$ cat src/rtl/bus_protocol_target.sv
// Target end of the dValid/dAck byte-transfer bus: acknowledges each transfer at a
// programmable offset, queues the byte in a small FIFO and flags master protocol errors.
module bus_protocol_target #(
  parameter int DEPTH = 4,
  parameter int CNT_W = 8
) (
  input  logic             clk,
  input  logic             reset,
  input  logic             dValid,
  input  logic [7:0]       data,
  output logic             dAck,
  input  logic [1:0]       ack_dly,
  output logic [7:0]       rd_data,
  output logic             rd_valid,
  input  logic             rd_ready,
  output logic             overflow,
  output logic             err_early,
  output logic             err_hold,
  output logic             err_unstable,
  output logic [CNT_W-1:0] drop_cnt
);

  localparam int AW = $clog2(DEPTH);
  localparam logic [AW:0] FULL_C = DEPTH[AW:0];

  typedef enum logic [1:0] {IDLE, WAIT, ACK, DONE} state_t;

  state_t          state_r;
  logic [2:0]      n_r;
  logic [2:0]      k_r;
  logic [7:0]      ref_r;
  logic            chk_r;
  logic [7:0]      mem_r [DEPTH];
  logic [AW-1:0]   wr_ptr_r;
  logic [AW-1:0]   rd_ptr_r;
  logic [AW:0]     count_r;
  logic            full_s;
  logic            pop_s;
  logic            push_s;
  logic            ack_go_s;
  logic [2:0]      n_s;

  assign full_s   = (count_r == FULL_C);
  assign rd_valid = (count_r != {(AW+1){1'b0}});
  assign pop_s    = rd_valid && rd_ready;
  // A full FIFO still accepts the byte when the consumer pops on the same edge.
  assign push_s   = (state_r == ACK) && dValid && (!full_s || pop_s);
  assign rd_data  = rd_valid ? mem_r[rd_ptr_r] : 8'h00;
  assign n_s      = (ack_dly == 2'd0) ? 3'd2 : ({1'b0, ack_dly} + 3'd1);
  // Ack is deferred while full, but never past the last legal cycle.
  assign ack_go_s = ((k_r >= (n_r - 3'd1)) && !full_s) || (k_r == 3'd3);

  // Transfer FSM, error pulses and drop counter.
  always_ff @(posedge clk) begin
    if (reset) begin
      state_r      <= DONE;
      n_r          <= 3'd0;
      k_r          <= 3'd0;
      ref_r        <= 8'h00;
      chk_r        <= 1'b0;
      dAck         <= 1'b0;
      overflow     <= 1'b0;
      err_early    <= 1'b0;
      err_hold     <= 1'b0;
      err_unstable <= 1'b0;
      drop_cnt     <= {CNT_W{1'b0}};
    end else begin
      dAck         <= 1'b0;
      overflow     <= 1'b0;
      err_early    <= 1'b0;
      err_hold     <= 1'b0;
      err_unstable <= 1'b0;
      case (state_r)
        IDLE: begin
          if (dValid) begin
            n_r     <= n_s;
            ref_r   <= data;
            k_r     <= 3'd1;
            state_r <= WAIT;
          end else begin
            state_r <= IDLE;
          end
        end
        WAIT: begin
          if (!dValid) begin
            err_early <= 1'b1;
            state_r   <= IDLE;
          end else begin
            if (data != ref_r) begin
              err_unstable <= 1'b1;
            end else begin
              err_unstable <= 1'b0;
            end
            if (ack_go_s) begin
              dAck    <= 1'b1;
              state_r <= ACK;
            end else begin
              k_r <= k_r + 3'd1;
            end
          end
        end
        ACK: begin
          if (!dValid) begin
            err_early <= 1'b1;
          end else if (!push_s) begin
            overflow <= 1'b1;
            if (drop_cnt != {CNT_W{1'b1}}) begin
              drop_cnt <= drop_cnt + {{(CNT_W-1){1'b0}}, 1'b1};
            end else begin
              drop_cnt <= drop_cnt;
            end
          end else begin
            overflow <= 1'b0;
          end
          chk_r   <= 1'b1;
          state_r <= DONE;
        end
        DONE: begin
          // Only the first edge after an ack checks for a late release.
          chk_r <= 1'b0;
          if (chk_r && dValid) begin
            err_hold <= 1'b1;
          end else begin
            err_hold <= 1'b0;
          end
          if (!dValid) begin
            state_r <= IDLE;
          end else begin
            state_r <= DONE;
          end
        end
        default: begin
          state_r <= DONE;
        end
      endcase
    end
  end

  // FIFO pointers and occupancy.
  always_ff @(posedge clk) begin
    if (reset) begin
      wr_ptr_r <= {AW{1'b0}};
      rd_ptr_r <= {AW{1'b0}};
      count_r  <= {(AW+1){1'b0}};
    end else begin
      if (push_s) begin
        wr_ptr_r <= wr_ptr_r + {{(AW-1){1'b0}}, 1'b1};
      end else begin
        wr_ptr_r <= wr_ptr_r;
      end
      if (pop_s) begin
        rd_ptr_r <= rd_ptr_r + {{(AW-1){1'b0}}, 1'b1};
      end else begin
        rd_ptr_r <= rd_ptr_r;
      end
      case ({push_s, pop_s})
        2'b10:   count_r <= count_r + {{AW{1'b0}}, 1'b1};
        2'b01:   count_r <= count_r - {{AW{1'b0}}, 1'b1};
        default: count_r <= count_r;
      endcase
    end
  end

  // FIFO storage; contents are don't-care until written.
  always_ff @(posedge clk) begin
    if (push_s) begin
      mem_r[wr_ptr_r] <= data;
    end
  end

endmodule
$ cat config.mk
export PLATFORM = sky130hd
export DESIGN_NAME = bus_protocol_target
export DESIGN_NICKNAME = d
export VERILOG_FILES = /design/src/rtl/bus_protocol_target.sv
export SDC_FILE = /design/constraint.sdc
export NUM_CORES = 1
export LEC_CHECK = 0
export ABC_AREA = 1
export BUFFER_PORTS_ARGS = -buffer_cell sky130_fd_sc_hd__buf_2
export CORE_MARGIN = 4
export CORE_UTILIZATION = 50
export DETAILED_ROUTE_END_ITERATION = 6
export GPL_ROUTABILITY_DRIVEN = 0
export MAX_ROUTING_LAYER = met4
export PLACE_DENSITY = 0.76
export SLEW_MARGIN = 20
export SYNTH_ARGS = -nofsm -noshare
export SYNTH_HDL_FRONTEND = slang
export SYNTH_SLANG_ARGS = --single-unit
$ cat constraint.sdc
create_clock -name clk -period 2.1 [get_ports clk]
set_input_delay 0.21 -clock clk [delete_from_list [all_inputs] [get_ports clk]]
set_output_delay 0.21 -clock clk [all_outputs]
set_load 0.01 [all_outputs]
==> results by stage, run 1 <==
Global routing:
- The maximum number of pins on one net before global-route repair is 24.
- The overall overflow remaining after global route is 0.
- The number of antenna violations at the first check in global routing came to 0.
- The first global-routing pass estimated 10070 µm of wire.
- Across every metal layer, demand over resource in global routing totals between 10% and 20%.
- The number of global-route vias before repair is approximately 2.2k.

Yosys:
- The synthesized design contains 32 enable-type register cells.
- The commonest cells after synthesis are 69 x nor2_1, 40 x nand2_1, 39 x dfxtp_1, 37 x inv_1, 34 x o21ai_0.
- The post-synthesis instance area is about 0.0032 mm².
- Yosys instantiated no cell more often than nor2_1.
- The post-synthesis async set-or-reset flop share is 0%.
- In this run the biggest area consumer among cell types represents between 20 and 30% of the synthesized area.
- The total of flip-flops plus latches after synthesis is between 70 and 80.
- By area the synthesized netlist is led by edfxtp_1 30%, dfxtp_1 24%, nor2_1 8.0%.
- After synthesis, flip-flops and latches occupy a little over half of the total area.
- The synthesized instance count is 357.
- Among all flip-flop cells after synthesis, the most frequent one is dfxtp_1.
- The average cell area after synthesis is 9.053 µm².
- The largest area contributor in the netlist is edfxtp_1.
- Synthesis instantiated 27 different standard cells from the library.
- The number of warning messages in the yosys log is 0.
- The number of nets in the synthesized netlist is about 390.

Critical path:
- Counting buffers and inverters, the worst setup path is 12 cells deep.
- The endpoint class of the critical path is a flop.
- For this run, the slowest stage of the critical path takes 0.40 ns.
- The cell seen most often among critical-path stages is inv_1.
- The critical path goes through inv_1, ha_1, nand2_1, inv_1, nand2_2, ha_1, inv_1, fa_1, a21oi_2, o21ai_1, o21ai_1, a21oi_1.
- The critical path starts at state_r[0].
- In this run the critical register-to-register path is launched from state_r[0].
- The startpoint kind of the worst setup timing path is a flop.
- The family of cells with the greatest summed delay on the critical path is adder cells.
- The number of cells on the worst reg-to-reg path is 12.
- Along the worst path, the maximum fanout reaches 3.
- The critical-path cell with the highest stage delay is fa_1.
- The critical path is of the flop to flop type.
- At the worst endpoint, the required time is around 2.3 ns.
- For the worst setup path, the data arrival time is ~2.2 ns.
- The number of buffers and inverters on the critical path is 3.

Timing:
- Counting I/O delays and the setup requirement, the final critical path takes 1.935 ns.
- The final number of max-transition violations is 0.
- The final critical path takes up between 90 and 100% of the cycle.
- The worst hold slack is 0.1039 ns.
- Adding up every negative setup slack in the final design gives 0 ns.
- The worst pin sits at a relative slew slack of between 50% and 60%.
- For the pin with the worst max-slew slack, the measured transition is ~0.63 ns.
- Setup violations remaining at the end of the flow were counted as 0.
- Across all setup checks in the final design, the least slack found is approximately 0.16 ns.
- The clock arrives with roughly 0.011 ns of skew.
- Based on the critical path, the design can be clocked at up to a little over 500 MHz.
- The final number of hold-violating endpoints was 0.

Pwr:
- Summed over all nets, the switching power comes to between 0.001 and 0.0015 W.
- The fraction of power consumed by combinational cells is 21.0%.
- The power density normalized to cell area is approximately 950 mW/mm².
- The sequential share of power is a little under half.
- The clock network accounts for between 30% and 40% of the total power.
- IR analysis of the VDD net gives a maximum drop of approximately 560 µV.
- The internal power of the cells totals 0.002493 W.
- In this run switching power makes up around 30% of total power.
- The leakage power of the design is about 1.6 nW.
- Summing internal, switching and leakage power gives approximately 0.0036 W.

Die:
- Once the floorplan was initialized, standard cells occupied 51.19% of the core.
- The floorplan step defined a core boundary enclosing between 0.006 and 0.007 mm².
- The floorplan has 29 rows.
- The vertical die dimension is just under 90 µm.
- The number of I/O pins is 36.
- The die covers just under 0.008 mm².
- From left edge to right edge, the die measures a little under 90 µm.

Clock tree:
- The clock slew seen by the registers of the worst setup and hold paths is 0.07 ns.
- The total CTS buffers is 9.
- The post-CTS setup repair buffer count is 0.
- The tree is rooted in a clkbuf_8.
- The count of cells resized by post-cts repair is 0.
- The longest clock path from root to sink contains 2 buffers.
- Clock latency on the worst-skew pair, taken at its later pin, is 0.35 ns.
- For this design, the sink count on the clock tree is a little over 70.
- The depth of the CTS H-tree is 3.
- TritonCTS built the clock tree.
- The total of hold buffers inserted after clock tree synthesis is 0.

Final layout:
- After the last flow step, the layout net total stands at about 440.
- The sequential cells in the finished layout cover a total of ~0.0017 mm².
- The fill cell instance count of the final layout is between 500 and 600.
- Relative to the synthesized area, the layout overhead comes to 16.42%.
- The post-route netlist has 19.56% of its cells at a drive strength greater than 1.
- The cell area after layout is around 0.0038 mm².
- The multi-input combinational cells in the finished layout cover a total of ~0.0013 mm².
- The number of antenna diodes in the final layout is 0.

Routing:
- The initial DRC count is 153.
- Detailed routing inserted a total of between 2k and 2.5k vias.
- The number of nets with antenna violations after detailed routing is 0.
- The first TritonRoute pass finished after 4 iterations.
- The mean routed wirelength per cell is 12.69 µm.
- The routed design has about 6200 µm of wire.
- The per-cell via count in the routed design is about 5.
- The DRC violations left is 0.

Flow run:
- The tool flagged a number of max-cap violations equal to 0.

Placed design:
- During placement, the flow inserted port buffers numbering 35.
- The HPWL after detailed placement is about 4300 µm.
- After detailed placement, the total cell area comes to about 0.0035 mm².
- The setup slack after placement is 0.1674 ns.

Worst hold path:
- The hold path startpoint is dValid.
- In this run the worst hold path is classified as primary input to flop.
- The hold-critical path depth is 2.

Outcome:
- The flow ran to the end, and the final reports show no timing, DRC or antenna violations.
-- metrics by stage --
step,util [%],cells
finish,59.59,486
global route,59.59,486
CTS,59.53,486
detailed placement,56.06,470
global placement,56.06,470
floorplan,-,357
-- cells in the final DEF, fill, tap and decap left out, types with 2 or more instances in the layout --
| cell | count |
|---|---|
| a21oi_1 | 31 |
| buf_2 | 35 |
| buf_4 | 10 |
| bufinv_16 | 2 |
| clkbuf_8 | 9 |
| clkinv_2 | 2 |
| clkinv_4 | 2 |
| dfxtp_1 | 39 |
| edfxtp_1 | 32 |
| ha_1 | 16 |
| inv_1 | 37 |
| inv_2 | 4 |
| nand2_1 | 40 |
| nand2_2 | 5 |
| nand3_1 | 9 |
| nand3_2 | 3 |
| nor2_1 | 69 |
| nor2_4 | 3 |
| nor3_1 | 4 |
| o21ai_0 | 32 |
| o21ai_1 | 2 |
| xnor2_1 | 5 |
| xor2_1 | 8 |
-- cells by family (layout without fill, tap and decap cells) --
kind of cell,count (synthesis),count (layout),synth area share (%)
and+or+nand+nor,137,137,18.89
buffers and inverters,51,103,6.116
xor gates and xnor gates,13,13,3.523
AOI/OAI and AO/OA,68,68,10.76
DFF,71,71,53.89
adders and majority gates,17,17,6.814
-- registers in the layout, summed over array words and instances (netlist names), 2 cells and up, named ones only --
register / cells
rd_ptr_r: 2
drop_cnt: 8
k_r: 3
count_r: 3
n_r: 3
wr_ptr_r: 2
mem_r: 32
ref_r: 8
-- per-layer routing --
layer | up-vias | GRT usage [%] | wire length [µm]
met4 | 0 | 8.516 | 116
met1 | 1083 | 22.05 | 2942
met2 | 52 | 27.26 | 2860
met5 | - | - | 0
li1 | 1259 | - | -
met3 | 10 | 2.886 | 246
-- area by class of cell --
cell class                 count  area share (%)
sequential                    71           46.29
timing repair buffer          45           6.651
clock inverter                 7           2.527
clock buffer                   9           3.292
multi-input combinational    235           34.45
inverter                      42           4.223
tap                           77           2.561
-- power groups by stage --
| stage | logic (W) | registers, W | clock network [W] |
|---|---|---|---|
| global route | 0.000854 | 0.00162 | 0.00128 |
| detailed placement | 0.000750 | 0.00164 | 0 |
| finish | 0.000749 | 0.00161 | 0.00120 |
| global placement | 0.000727 | 0.00164 | 0 |
| floorplan | 0.000509 | 0.00162 | 0 |
| CTS | 0.000752 | 0.00161 | 0.00122 |
-- worst paths after layout --
kind,to,slack [ns]
min,err_early,0.10
max reg2reg,count_r[2],0.16
min reg2reg,err_hold,0.45
max,count_r[2],0.16
(Power assumes the default switching activity.)
==> run 2, diff against run 1 <==
Settings changed: CORE_ASPECT_RATIO set to 0.9.
==> results by stage, run 2 (synthesized netlist as in run 1, its figures left out) <==
Die:
- The die covers ~0.0078 mm².
- After floorplanning, the core was divided into 27 placement rows.
- From bottom edge to top edge, the die measures 84.27 µm.
- The initial standard-cell utilization of the core is approximately 52%.
- In this run the horizontal extent of the chip is about 93 µm.
- After floorplanning, the core was sized to cover between 0.006 and 0.007 mm².
- 36 I/O pins were placed.

Final layout:
- Ranked by flip-flop count, first place goes to mem_r.
- The area added between synthesis and finish is 15.68%.
- The flip-flop count of the largest register, all copies and words added is 32.
- The most common library cell in the layout ignoring fill and taps is nor2_1.
- The top cell types in the final layout, fill and taps aside, are 69 x nor2_1, 40 x nand2_1, 39 x dfxtp_1.
- The number of antenna repair diodes is 0.
- In the final layout, the registers with the most flip-flops are mem_r (32), drop_cnt (8), ref_r (8).
- Of the cells placed in the final design, the portion with a size suffix greater than 1 is around 19%.
- The count of nets after finishing is about 440.
- Leaving out filler cells and counting taps, the final layout contains about 500.
- The cell area after layout is approximately 0.0037 mm².

Timing:
- Final hold analysis gives a worst-case slack of ~0.11 ns.
- Setup violations remaining at the end of the flow were counted as 0.
- The slew of the pin with the lowest slew margin is around 0.41 ns.
- The final critical path takes up roughly nine tenths of the cycle.
- The final number of max-transition violations is 0.
- In the final timing run, aggregate negative setup slack is 0 ns.
- The max-slew headroom at the worst pin is roughly 72%.
- Setup repair after global routing left no endpoint under its margin.
- Clock skew on the completed layout was measured at between 0.007 and 0.008 ns.
- For this run, the top clock speed supported by timing is between 500 and 600 MHz.
- The routed design could run at a clock period as short as about 1.9 ns.
- The final number of hold-violating endpoints was 0.

Critical path:
- In this run the worst path has a maximum fanout of 3.
- The critical path is of the flop to flop type.
- The largest stage delay on the critical path is between 0.3 and 0.4 ns.
- The cell seen most often among critical-path stages is inv_1.
- The startpoint identified for the worst register-to-register timing path is state_r[0].
- The startpoint kind of the worst setup timing path is a flop.
- The end of the worst register-to-register path is count_r[2].
- STA puts the critical path data required time at between 2 and 2.5 ns.
- The critical path starts at state_r[0].
- For the worst setup path, the data arrival time is around 2.1 ns.
- Traced cell by cell, the critical path runs through inv_1, ha_1, nand2_1, inv_1, nand2_2, ha_1, inv_1, fa_1, a21oi_1, o21ai_1, o21ai_1, a21oi_1.
- The number of cells traversed by the worst register-to-register path is 12.
- On the critical path, the stage with the largest delay is an instance of fa_1.
- The endpoint class of the critical path is a flop.
- The critical path capture point is count_r[2].
- For flop-to-flop paths, the worst setup slack is between 0.15 and 0.2 ns.

Global routing:
- The aggregate global-route resource usage is a little under a fifth.
- The number of global-route vias before repair is approximately 2.4k.
- Entering global routing, the biggest net connects 17 pins.
- The number of antenna violations at the first check in global routing came to 0.
- Global routing finished with a remaining overflow of 0.
- The global-route wire length before repair is between 10000 and 15000 µm.

Clock tree:
- Clock tree synthesis selected as its root buffer the cell clkbuf_8.
- The clock net sink count is 71.
- After clock tree synthesis, the setup repair step added 0 buffers.
- The depth of the CTS H-tree is 3.
- The total CTS buffers is 9.
- The buffer depth of the longest clock path is 2.
- TritonCTS built the clock tree.
- The clock slew seen by the registers of the worst setup and hold paths is approximately 0.070 ns.
- The clock latency on the worst-skew pair is ~0.34 ns.

Pwr:
- The leakage power of the design is roughly 1.6 nW.
- The power after layout is between 0.003 and 0.004 W.
- The maximum ir drop on the vdd rail is between 500 and 600 µV.
- The power density normalized to cell area is 907.0 mW/mm².

Routing:
- After detailed routing, the number of vias per cell comes to approximately 4.9.
- The initial DRC count is 170.
- The first-pass detailed-route iteration total is 5.
- The mean routed wirelength per cell is between 10 and 15 µm.
- The DRC violations left is 0.
- The routed layout has 2426 vias.
- The count of nets left with antenna violations once routing finished came out at 0.
- The final layout contains routed wiring with a total length of around 6300 µm.

Outcome:
- The run finished with clean final reports.

Flow run:
- The number of maximum-capacitance constraint violations is 0.

Placed design:
- Once placement completed, the tool counted placed cells totaling 480.
- The count of buffers from port buffering is 35.
- Summing all placed instances gives a cell area of between 0.003 and 0.004 mm².
- The sum of net half-perimeters after detailed placement is 4561 µm.

Worst hold path:
- The tightest min-delay check is of the primary input to flop type.
run 2: final cells by class:
type	count	area [µm²]
fill	552	2444
timing repair buffer	45	250.2
tap	87	108.9
sequential	71	1742
clock buffer	9	123.9
inverter	42	158.9
multi-input combinational	235	1292
clock inverter	6	62.56
run 2: worst max-delay path: cells and delay by family, from the launching register on:
kind,cells,cell delay [ns]
flops,1,0.33
compound gates,4,0.40
buf+inv,3,0.20
simple gates,2,0.14
fa+ha+maj,3,0.74
run 2: through the flow:
step | utilization [%] | setup slack (ns)
CTS | 60.47 | 0.1391
finish | 60.47 | 0.1883
global route | 60.47 | 0.02239
detailed placement | 57.46 | 0.1500
global placement | 57.46 | 0.2028
floorplan | - | 0.08920
run 2: where the power goes:
group	switching (W)	internal [W]
logic	0.000460	0.000291
clock network	0.000491	0.000539
registers	0.0000758	0.00153
total	0.00103	0.00236
run 2: worst min-delay path by stage:
stage,start,to,slack [ns],depth (start not counted)
finish,dValid,err_early,0.11,2
global route,dValid,err_early,0.11,2
CTS,dValid,err_early,0.09,2
detailed placement,chk_r,err_hold,0.45,2
global placement,chk_r,err_hold,0.45,2
floorplan,dValid,err_early,0.28,1
run 2: routing by layer:
metal	vias to the layer above	GRT usage, %	routed length (µm)
li1	1252	-	-
met1	1122	20.97	2910
met2	50	30.17	3147
met3	2	5.824	266
met4	0	5.326	25
met5	-	-	0
run 2: what timing repair did:
item	4_1_cts	5_1_grt
hold buffers	0	0
resized for setup	0	2
endpoints found under the setup margin	0	1
